<file path="src/rtl/multicycle_controller_pkg.sv">
// Shared definitions for the multi-cycle RV32 controller.
//   state_t  : controller FSM states
//   cause_t  : sticky trap cause encoding
//   OP_*     : supported major opcodes
//   ALUOP_*  : ALU operation class driven on ALUOp
//   SRCB_*   : ALU B-input select codes driven on ALUSrcB
package multicycle_controller_pkg;

  typedef enum logic [3:0] {
    S_IDLE    = 4'd0,
    S_FETCH   = 4'd1,
    S_DECODE  = 4'd2,
    S_MEMADDR = 4'd3,
    S_MEMRD   = 4'd4,
    S_MEMWB   = 4'd5,
    S_MEMWR   = 4'd6,
    S_EXEC    = 4'd7,
    S_ALUWB   = 4'd8,
    S_BRANCH  = 4'd9,
    S_TRAP    = 4'd10
  } state_t;

  typedef enum logic [1:0] {
    CAUSE_NONE    = 2'b00,
    CAUSE_ILLEGAL = 2'b01,
    CAUSE_TIMEOUT = 2'b10
  } cause_t;

  localparam logic [6:0] OP_LOAD   = 7'b0000011;
  localparam logic [6:0] OP_STORE  = 7'b0100011;
  localparam logic [6:0] OP_RTYPE  = 7'b0110011;
  localparam logic [6:0] OP_ITYPE  = 7'b0010011;
  localparam logic [6:0] OP_BRANCH = 7'b1100011;

  localparam logic [3:0] ALUOP_ADD    = 4'b0000;
  localparam logic [3:0] ALUOP_BRANCH = 4'b0001;
  localparam logic [3:0] ALUOP_RTYPE  = 4'b0010;
  localparam logic [3:0] ALUOP_ITYPE  = 4'b0011;

  localparam logic [1:0] SRCB_RS2  = 2'b00;
  localparam logic [1:0] SRCB_FOUR = 2'b01;
  localparam logic [1:0] SRCB_IMM  = 2'b10;

  // States in which the controller owns the memory port and waits on mem_ready.
  function automatic logic is_mem_state(input state_t s);
    return (s == S_FETCH) || (s == S_MEMRD) || (s == S_MEMWR);
  endfunction

endpackage

</file>
<file path="src/rtl/multicycle_controller_inst_legal_check.sv">
// Combinational instruction classifier for the supported RV32 subset
// (lw, sw, add, sub, and, or, addi, andi, ori, beq).
// Ports:
//   inst      in  32  instruction register contents
//   is_load   out  1  lw
//   is_store  out  1  sw
//   is_rtype  out  1  add / sub / and / or
//   is_itype  out  1  addi / andi / ori
//   is_branch out  1  beq
//   illegal   out  1  none of the above
module inst_legal_check
  import multicycle_controller_pkg::*;
(
  input  logic [31:0] inst,
  output logic        is_load,
  output logic        is_store,
  output logic        is_rtype,
  output logic        is_itype,
  output logic        is_branch,
  output logic        illegal
);

  logic [6:0] opcode;
  logic [2:0] funct3;
  logic [6:0] funct7;

  assign opcode = inst[6:0];
  assign funct3 = inst[14:12];
  assign funct7 = inst[31:25];

  // Register/immediate fields are irrelevant to classification.
  logic unused_fields;
  assign unused_fields = ^{inst[24:15], inst[11:7]};

  always_comb begin
    is_load   = 1'b0;
    is_store  = 1'b0;
    is_rtype  = 1'b0;
    is_itype  = 1'b0;
    is_branch = 1'b0;
    case (opcode)
      OP_LOAD:   is_load   = (funct3 == 3'b010);
      OP_STORE:  is_store  = (funct3 == 3'b010);
      OP_RTYPE:  is_rtype  = ({funct7, funct3} == {7'b0000000, 3'b000}) ||
                             ({funct7, funct3} == {7'b0100000, 3'b000}) ||
                             ({funct7, funct3} == {7'b0000000, 3'b111}) ||
                             ({funct7, funct3} == {7'b0000000, 3'b110});
      OP_ITYPE:  is_itype  = (funct3 == 3'b000) || (funct3 == 3'b111) ||
                             (funct3 == 3'b110);
      OP_BRANCH: is_branch = (funct3 == 3'b000);
      default: ;
    endcase
    illegal = !(is_load || is_store || is_rtype || is_itype || is_branch);
  end

endmodule

</file>
<file path="src/rtl/multicycle_controller.sv">
// Moore-style controller for a multi-cycle RV32 datapath sharing one
// instruction/data memory port. Outputs decode from the state register,
// except IRWrite/PCWrite in FETCH and instret in MEMWR, which qualify on
// mem_ready so the access and its side effects land in the same cycle.
//
// Memory handshake: mem_req stays high for the whole of FETCH, MEMRD and
// MEMWR; an access completes in the cycle where mem_req and mem_ready are
// both 1. mem_ready in any other state is ignored.
//
// Ports:
//   clk, rst                   clock, synchronous active-high reset
//   inst[31:0]                 instruction register contents
//   mem_ready                  memory completes current access
//   mem_req, IorD, MemRead, MemWrite      memory port control
//   IRWrite, PCWrite, PCWriteCond, PCSource  IR / PC update control
//   ALUSrcA, ALUSrcB[1:0], ALUOp[3:0]     ALU operand / operation select
//   RegWrite, MemtoReg                    register file writeback
//   instret                    one-cycle retire pulse
//   trap, trap_cause[1:0]      sticky fault flag and its cause
module multicycle_controller
  import multicycle_controller_pkg::*;
#(
  parameter int MEM_TIMEOUT = 16
) (
  input  logic        clk,
  input  logic        rst,
  input  logic [31:0] inst,
  input  logic        mem_ready,
  output logic        mem_req,
  output logic        IorD,
  output logic        MemRead,
  output logic        MemWrite,
  output logic        IRWrite,
  output logic        PCWrite,
  output logic        PCWriteCond,
  output logic        PCSource,
  output logic        ALUSrcA,
  output logic [1:0]  ALUSrcB,
  output logic [3:0]  ALUOp,
  output logic        RegWrite,
  output logic        MemtoReg,
  output logic        instret,
  output logic        trap,
  output logic [1:0]  trap_cause
);

  localparam int CW = (MEM_TIMEOUT < 1) ? 1 : $clog2(MEM_TIMEOUT + 1);
  localparam logic [CW-1:0] TO_LAST = CW'((MEM_TIMEOUT > 0) ? MEM_TIMEOUT - 1 : 0);

  state_t         state_q, state_next;
  cause_t         cause_q, cause_next;
  logic [CW-1:0]  wait_cnt;
  logic           in_mem;
  logic           timeout_hit;

  logic is_load, is_store, is_rtype, is_itype, is_branch, illegal;

  inst_legal_check u_legal (
    .inst      (inst),
    .is_load   (is_load),
    .is_store  (is_store),
    .is_rtype  (is_rtype),
    .is_itype  (is_itype),
    .is_branch (is_branch),
    .illegal   (illegal)
  );

  assign in_mem = is_mem_state(state_q);

  // Last tolerated wait cycle without mem_ready; a ready in that same cycle
  // still completes the access. MEM_TIMEOUT == 0 turns the watchdog off.
  assign timeout_hit = (MEM_TIMEOUT != 0) && in_mem && !mem_ready &&
                       (wait_cnt == TO_LAST);

  always_ff @(posedge clk) begin
    if (rst) begin
      state_q  <= S_IDLE;
      cause_q  <= CAUSE_NONE;
      wait_cnt <= '0;
    end else begin
      state_q <= state_next;
      if ((state_next == S_TRAP) && (state_q != S_TRAP)) begin
        cause_q <= cause_next;
      end
      // Any state change clears the counter so every memory state starts
      // its own wait budget. With the watchdog off the count may wrap freely.
      if (state_next != state_q) begin
        wait_cnt <= '0;
      end else if (in_mem && !mem_ready) begin
        wait_cnt <= wait_cnt + CW'(1);
      end
    end
  end

  always_comb begin
    state_next  = state_q;
    cause_next  = CAUSE_NONE;
    mem_req     = 1'b0;
    IorD        = 1'b0;
    MemRead     = 1'b0;
    MemWrite    = 1'b0;
    IRWrite     = 1'b0;
    PCWrite     = 1'b0;
    PCWriteCond = 1'b0;
    PCSource    = 1'b0;
    ALUSrcA     = 1'b0;
    ALUSrcB     = SRCB_RS2;
    ALUOp       = ALUOP_ADD;
    RegWrite    = 1'b0;
    MemtoReg    = 1'b0;
    instret     = 1'b0;

    case (state_q)
      S_IDLE: state_next = S_FETCH;

      S_FETCH: begin
        mem_req = 1'b1;
        MemRead = 1'b1;
        ALUSrcB = SRCB_FOUR;
        if (mem_ready) begin
          IRWrite    = 1'b1;
          PCWrite    = 1'b1;
          state_next = S_DECODE;
        end else if (timeout_hit) begin
          state_next = S_TRAP;
          cause_next = CAUSE_TIMEOUT;
        end
      end

      S_DECODE: begin
        // PC + imm is computed here so ALUOut holds the branch target.
        ALUSrcB = SRCB_IMM;
        if (illegal) begin
          state_next = S_TRAP;
          cause_next = CAUSE_ILLEGAL;
        end else if (is_load || is_store) begin
          state_next = S_MEMADDR;
        end else if (is_rtype || is_itype) begin
          state_next = S_EXEC;
        end else begin
          state_next = S_BRANCH;
        end
      end

      S_MEMADDR: begin
        ALUSrcA    = 1'b1;
        ALUSrcB    = SRCB_IMM;
        state_next = is_load ? S_MEMRD : S_MEMWR;
      end

      S_MEMRD: begin
        mem_req = 1'b1;
        MemRead = 1'b1;
        IorD    = 1'b1;
        if (mem_ready) begin
          state_next = S_MEMWB;
        end else if (timeout_hit) begin
          state_next = S_TRAP;
          cause_next = CAUSE_TIMEOUT;
        end
      end

      S_MEMWB: begin
        RegWrite   = 1'b1;
        MemtoReg   = 1'b1;
        instret    = 1'b1;
        state_next = S_FETCH;
      end

      S_MEMWR: begin
        mem_req  = 1'b1;
        MemWrite = 1'b1;
        IorD     = 1'b1;
        if (mem_ready) begin
          instret    = 1'b1;
          state_next = S_FETCH;
        end else if (timeout_hit) begin
          state_next = S_TRAP;
          cause_next = CAUSE_TIMEOUT;
        end
      end

      S_EXEC: begin
        ALUSrcA = 1'b1;
        if (is_itype) begin
          ALUSrcB = SRCB_IMM;
          ALUOp   = ALUOP_ITYPE;
        end else begin
          ALUSrcB = SRCB_RS2;
          ALUOp   = ALUOP_RTYPE;
        end
        state_next = S_ALUWB;
      end

      S_ALUWB: begin
        RegWrite   = 1'b1;
        instret    = 1'b1;
        state_next = S_FETCH;
      end

      S_BRANCH: begin
        ALUSrcA     = 1'b1;
        ALUSrcB     = SRCB_RS2;
        ALUOp       = ALUOP_BRANCH;
        PCWriteCond = 1'b1;
        PCSource    = 1'b1;
        instret     = 1'b1;
        state_next  = S_FETCH;
      end

      S_TRAP: state_next = S_TRAP;

      default: state_next = S_IDLE;
    endcase

    // Architectural side effects must never fire in a reset cycle.
    if (rst) begin
      mem_req     = 1'b0;
      MemWrite    = 1'b0;
      IRWrite     = 1'b0;
      PCWrite     = 1'b0;
      PCWriteCond = 1'b0;
      RegWrite    = 1'b0;
      instret     = 1'b0;
    end
  end

  assign trap       = (state_q == S_TRAP);
  assign trap_cause = cause_q;

endmodule

</file>
<file path="config.mk">
export PLATFORM = sky130hd
export DESIGN_NAME = multicycle_controller
export DESIGN_NICKNAME = d
export VERILOG_FILES = /design/src/rtl/multicycle_controller_pkg.sv /design/src/rtl/multicycle_controller_inst_legal_check.sv /design/src/rtl/multicycle_controller.sv
export SDC_FILE = /design/constraint.sdc
export NUM_CORES = 1
export LEC_CHECK = 0
export CORE_UTILIZATION = 40
export CTS_BUF_LIST = sky130_fd_sc_hd__clkbuf_4 sky130_fd_sc_hd__clkbuf_8
export CTS_CLUSTER_DIAMETER = 100
export DETAILED_ROUTE_END_ITERATION = 10
export PLACE_DENSITY = 0.83
export SLEW_MARGIN = 15
export SYNTH_ARGS = -nofsm -noshare
export SYNTH_HDL_FRONTEND = slang
export SYNTH_SLANG_ARGS = --single-unit
</file>
<file path="constraint.sdc">
create_clock -name clk -period 2.7 [get_ports clk]
set_clock_uncertainty 0.1 [all_clocks]
set_input_delay 0.54 -clock clk [delete_from_list [all_inputs] [get_ports clk]]
set_output_delay 0.54 -clock clk [all_outputs]
set_load 0.01 [all_outputs]
</file>
==> impl_metrics.env <==
export IMPL_drc_errors=0
export IMPL_critPathLaunch="inst[14]"
export IMPL_slowest_stage="clkdlybuf4s50_1"
export IMPL_ys_seq_area_frac=0.213
export IMPL_via_per_inst=5.79
export IMPL_cts_buffer_depth=2
export IMPL_antenna_found_initial=0
export IMPL_synth_mux_area_frac=0.0205
export IMPL_drtIter0Drc=26
export IMPL_min_path_type="flop to flop"
export IMPL_first_global_vias=1266
export IMPL_worstPathCellList="clkdlybuf4s50_1 > nor3_2 > o211ai_1 > nand3b_1 > o21ai_0 > clkdlybuf4s15_1"
export IMPL_cp_start_kind="input port"
export IMPL_critical_path_max_stage_delay_ps=460
export IMPL_r2r_slack_ps=170
export IMPL_max_freq_mhz=378
export IMPL_core_sq_um=2450
export IMPL_synth_compound_area_frac=0.258
export IMPL_start_util=0.422
export IMPL_powerDensity_nw_per_um2=429
export IMPL_io_pins=56
export IMPL_grt_usage=0.257
export IMPL_clock_latency_ps=270
export IMPL_first_pass_iters=4
export IMPL_vias=1269
export IMPL_fin_nets=227
export IMPL_post_route_util=0.671
export IMPL_yosys_area_share_simple=0.382
export IMPL_grt_overflow=0
export IMPL_async_flop_share=0
export IMPL_synth_common_cells="13 x nor2_1, 13 x nor3_1, 11 x dfxtp_1"
export IMPL_avgRoutedWirePerCell_microns=15.0
export IMPL_hpwl_microns=2520
export IMPL_path_buf_inv=2
export IMPL_synth_ff_type="dfxtp_1"
export IMPL_dieWidth_microns=52.9
export IMPL_synth_area_sq_um=1040
export IMPL_whs_ps=360
export IMPL_die_h_microns=52.9
export IMPL_synth_area_leaders="dfxtp_1 21%, nor3_1 6.3%, nor2_1 4.7%, nor4b_1 2.5%, xnor2_1 2.5%"
export IMPL_dpl_cell_count=213
export IMPL_rr_startpoint="wait_cnt[0]"
export IMPL_design_area_sq_um=1650
export IMPL_fin_tns_setup_ps=0
export IMPL_ys_warn_count=0
export IMPL_peakVddDrop_v=0.000310
export IMPL_diodes=0
export IMPL_timing_critical_path_to_type="primary output"
export IMPL_cp_max_fo=3
export IMPL_place_congestion=0.862
export IMPL_grt_max_degree=19
export IMPL_clkTransAtPathRegs_ps=70
export IMPL_cap_violations=0
export IMPL_reg2reg_to="trap_cause[0]"
export IMPL_cts_tree="built"
export IMPL_syn_inst=132
export IMPL_synth_adder_area_share=0.0242
export IMPL_instances_no_fill=219
export IMPL_drive_gt1_frac=0.243
export IMPL_path_depth=6
export IMPL_postSynthAreaPerCell_sq_um=7.85
export IMPL_synth_top_area_frac=0.213
export IMPL_slew_viol_final=0
export IMPL_cts_hold_buf=0
export IMPL_period_minus_slack_ps=2640
export IMPL_crit_type="input port to primary output"
export IMPL_wirelength_microns=3290
export IMPL_critical_path_endpoint="ALUSrcB[1]"
export IMPL_tightest_slew_ps=594
export IMPL_ant_nets=0
export IMPL_yosysTopAreaCell="dfxtp_1"
export IMPL_root_buffer="clkbuf_4"
export IMPL_area_growth_pct=58.9
export IMPL_grt_pass1_wl_microns=5330
export IMPL_arrival_ps=2000
export IMPL_ff2ff_path_depth=9
export IMPL_max_slew_margin=0.598
export IMPL_cp_data_required_time_ps=2060
export IMPL_setup_viol=0
export IMPL_hold_viol_final=0
export IMPL_cp_top_family="buffers and inverters"
export IMPL_dieArea_sq_um=2800
export IMPL_numClockSinks=11
export IMPL_synth_distinct_cells=52
export IMPL_status="complete, no violations"
export IMPL_yosys_register_bits=11
export IMPL_dpl_cell_area_sq_um=1560
export IMPL_static_leakage_power_nw=0.611
export IMPL_synth_edf_count=0
export IMPL_htreeDepth=1
export IMPL_fin_crit_sh=0.979
export IMPL_synth_top_family_by_area="simple AND/OR/NAND/NOR gates"
export IMPL_cts_buffers=3
export IMPL_synth_xor_xnor_area_share=0.0338
export IMPL_io_buffer_count=38
export IMPL_rows=18
worst register-to-register path: cells and delay by family (launching register included):
kind            cells  cell delay (ps)
compound gates      3              660
fa+ha+maj           2              450
simple gates        4              870
flops               1              370
final cells by class:
type                    instances  area, sq um
fillers                       221          808
well taps                      30         37.5
flip-flops and latches         11          224
clock buffers                   4         30.0
inverters                       6         22.5
multi-input cells             108          790
repair buffers                 60          543
routing by layer:
layer  wire, microns  share of wire  track usage  vias to the layer above
li1                -              -            -                      607
met1            1270           0.39        0.280                      602
met2            1790           0.54        0.479                       50
met3             148          0.045       0.0402                       10
met4              78          0.024        0.118                        0
met5               0              0            0                        -
worst min-delay path by stage:
| stage | from | to | slack, ps | depth (start not counted) |
|---|---|---|---|---|
| detailed placement | trap_cause[1] | trap_cause[1] | 350 | 2 |
| global placement | trap_cause[1] | trap_cause[1] | 350 | 2 |
| CTS | trap_cause[1] | trap_cause[1] | 370 | 2 |
| global route | trap_cause[1] | trap_cause[1] | 390 | 2 |
| floorplan | trap_cause[1] | trap_cause[1] | 370 | 2 |
| finish | trap_cause[1] | trap_cause[1] | 360 | 2 |
sequential cells by signal, indices dropped and copies added, names as in the netlist:
signal and count:
trap_cause 2, wait_cnt 5, state_q 4
kinds of logic (layout without fill, tap and decap cells):
family,Yosys count,count (layout)
compound gates,35,35
xor+xnor,4,4
fa+ha+maj,2,2
buf+inv,14,70
flops,11,11
mux,2,2
other cells,1,2
simple gates,63,63
cell usage in the layout (no fill, tap or decap), types with 2 or more instances in the layout:
master           count
clkbuf_4             4
inv_1                6
a21oi_1              4
dfxtp_2              3
o211ai_1             3
nor4b_1              2
xnor2_1              3
nor3_2               2
nor3_1              10
and2_1               3
o2111ai_1            2
nor2b_1              2
a211oi_1             3
buf_4               22
nor3b_2              2
clkdlybuf4s50_1     35
o21ai_0              5
a21o_1               2
nor2_1              13
and3b_1              2
ha_1                 2
nand2b_4             2
conb_1               2
nand2_1              5
a31oi_1              4
nand2b_1             4
dfxtp_1              8
nand3b_1             2
or3b_1               2
nand4_1              2
o31ai_1              2
repair_timing:
| item | 4_1_cts | 5_1_grt |
|---|---|---|
| pin swaps | 1 | 2 |
| endpoints found under the setup margin | 6 | 6 |
| buffers inserted | 1 | 1 |
| gates resized for setup | 9 | 7 |
metrics by stage:
stage,total power [mW],setup slack [ps]
finish,0.707,55.9
global route,0.750,-10.7
CTS,0.696,4.99
detailed placement,0.567,-332
global placement,0.551,-237
floorplan,0.412,434
power by group:
| part | internal, mW | switching (mW) |
|---|---|---|
| registers | 0.178 | 0.0341 |
| clock network | 0.0673 | 0.0563 |
| logic | 0.189 | 0.182 |
| total | 0.434 | 0.273 |
Note: power is estimated with default switching activity, not from simulation.
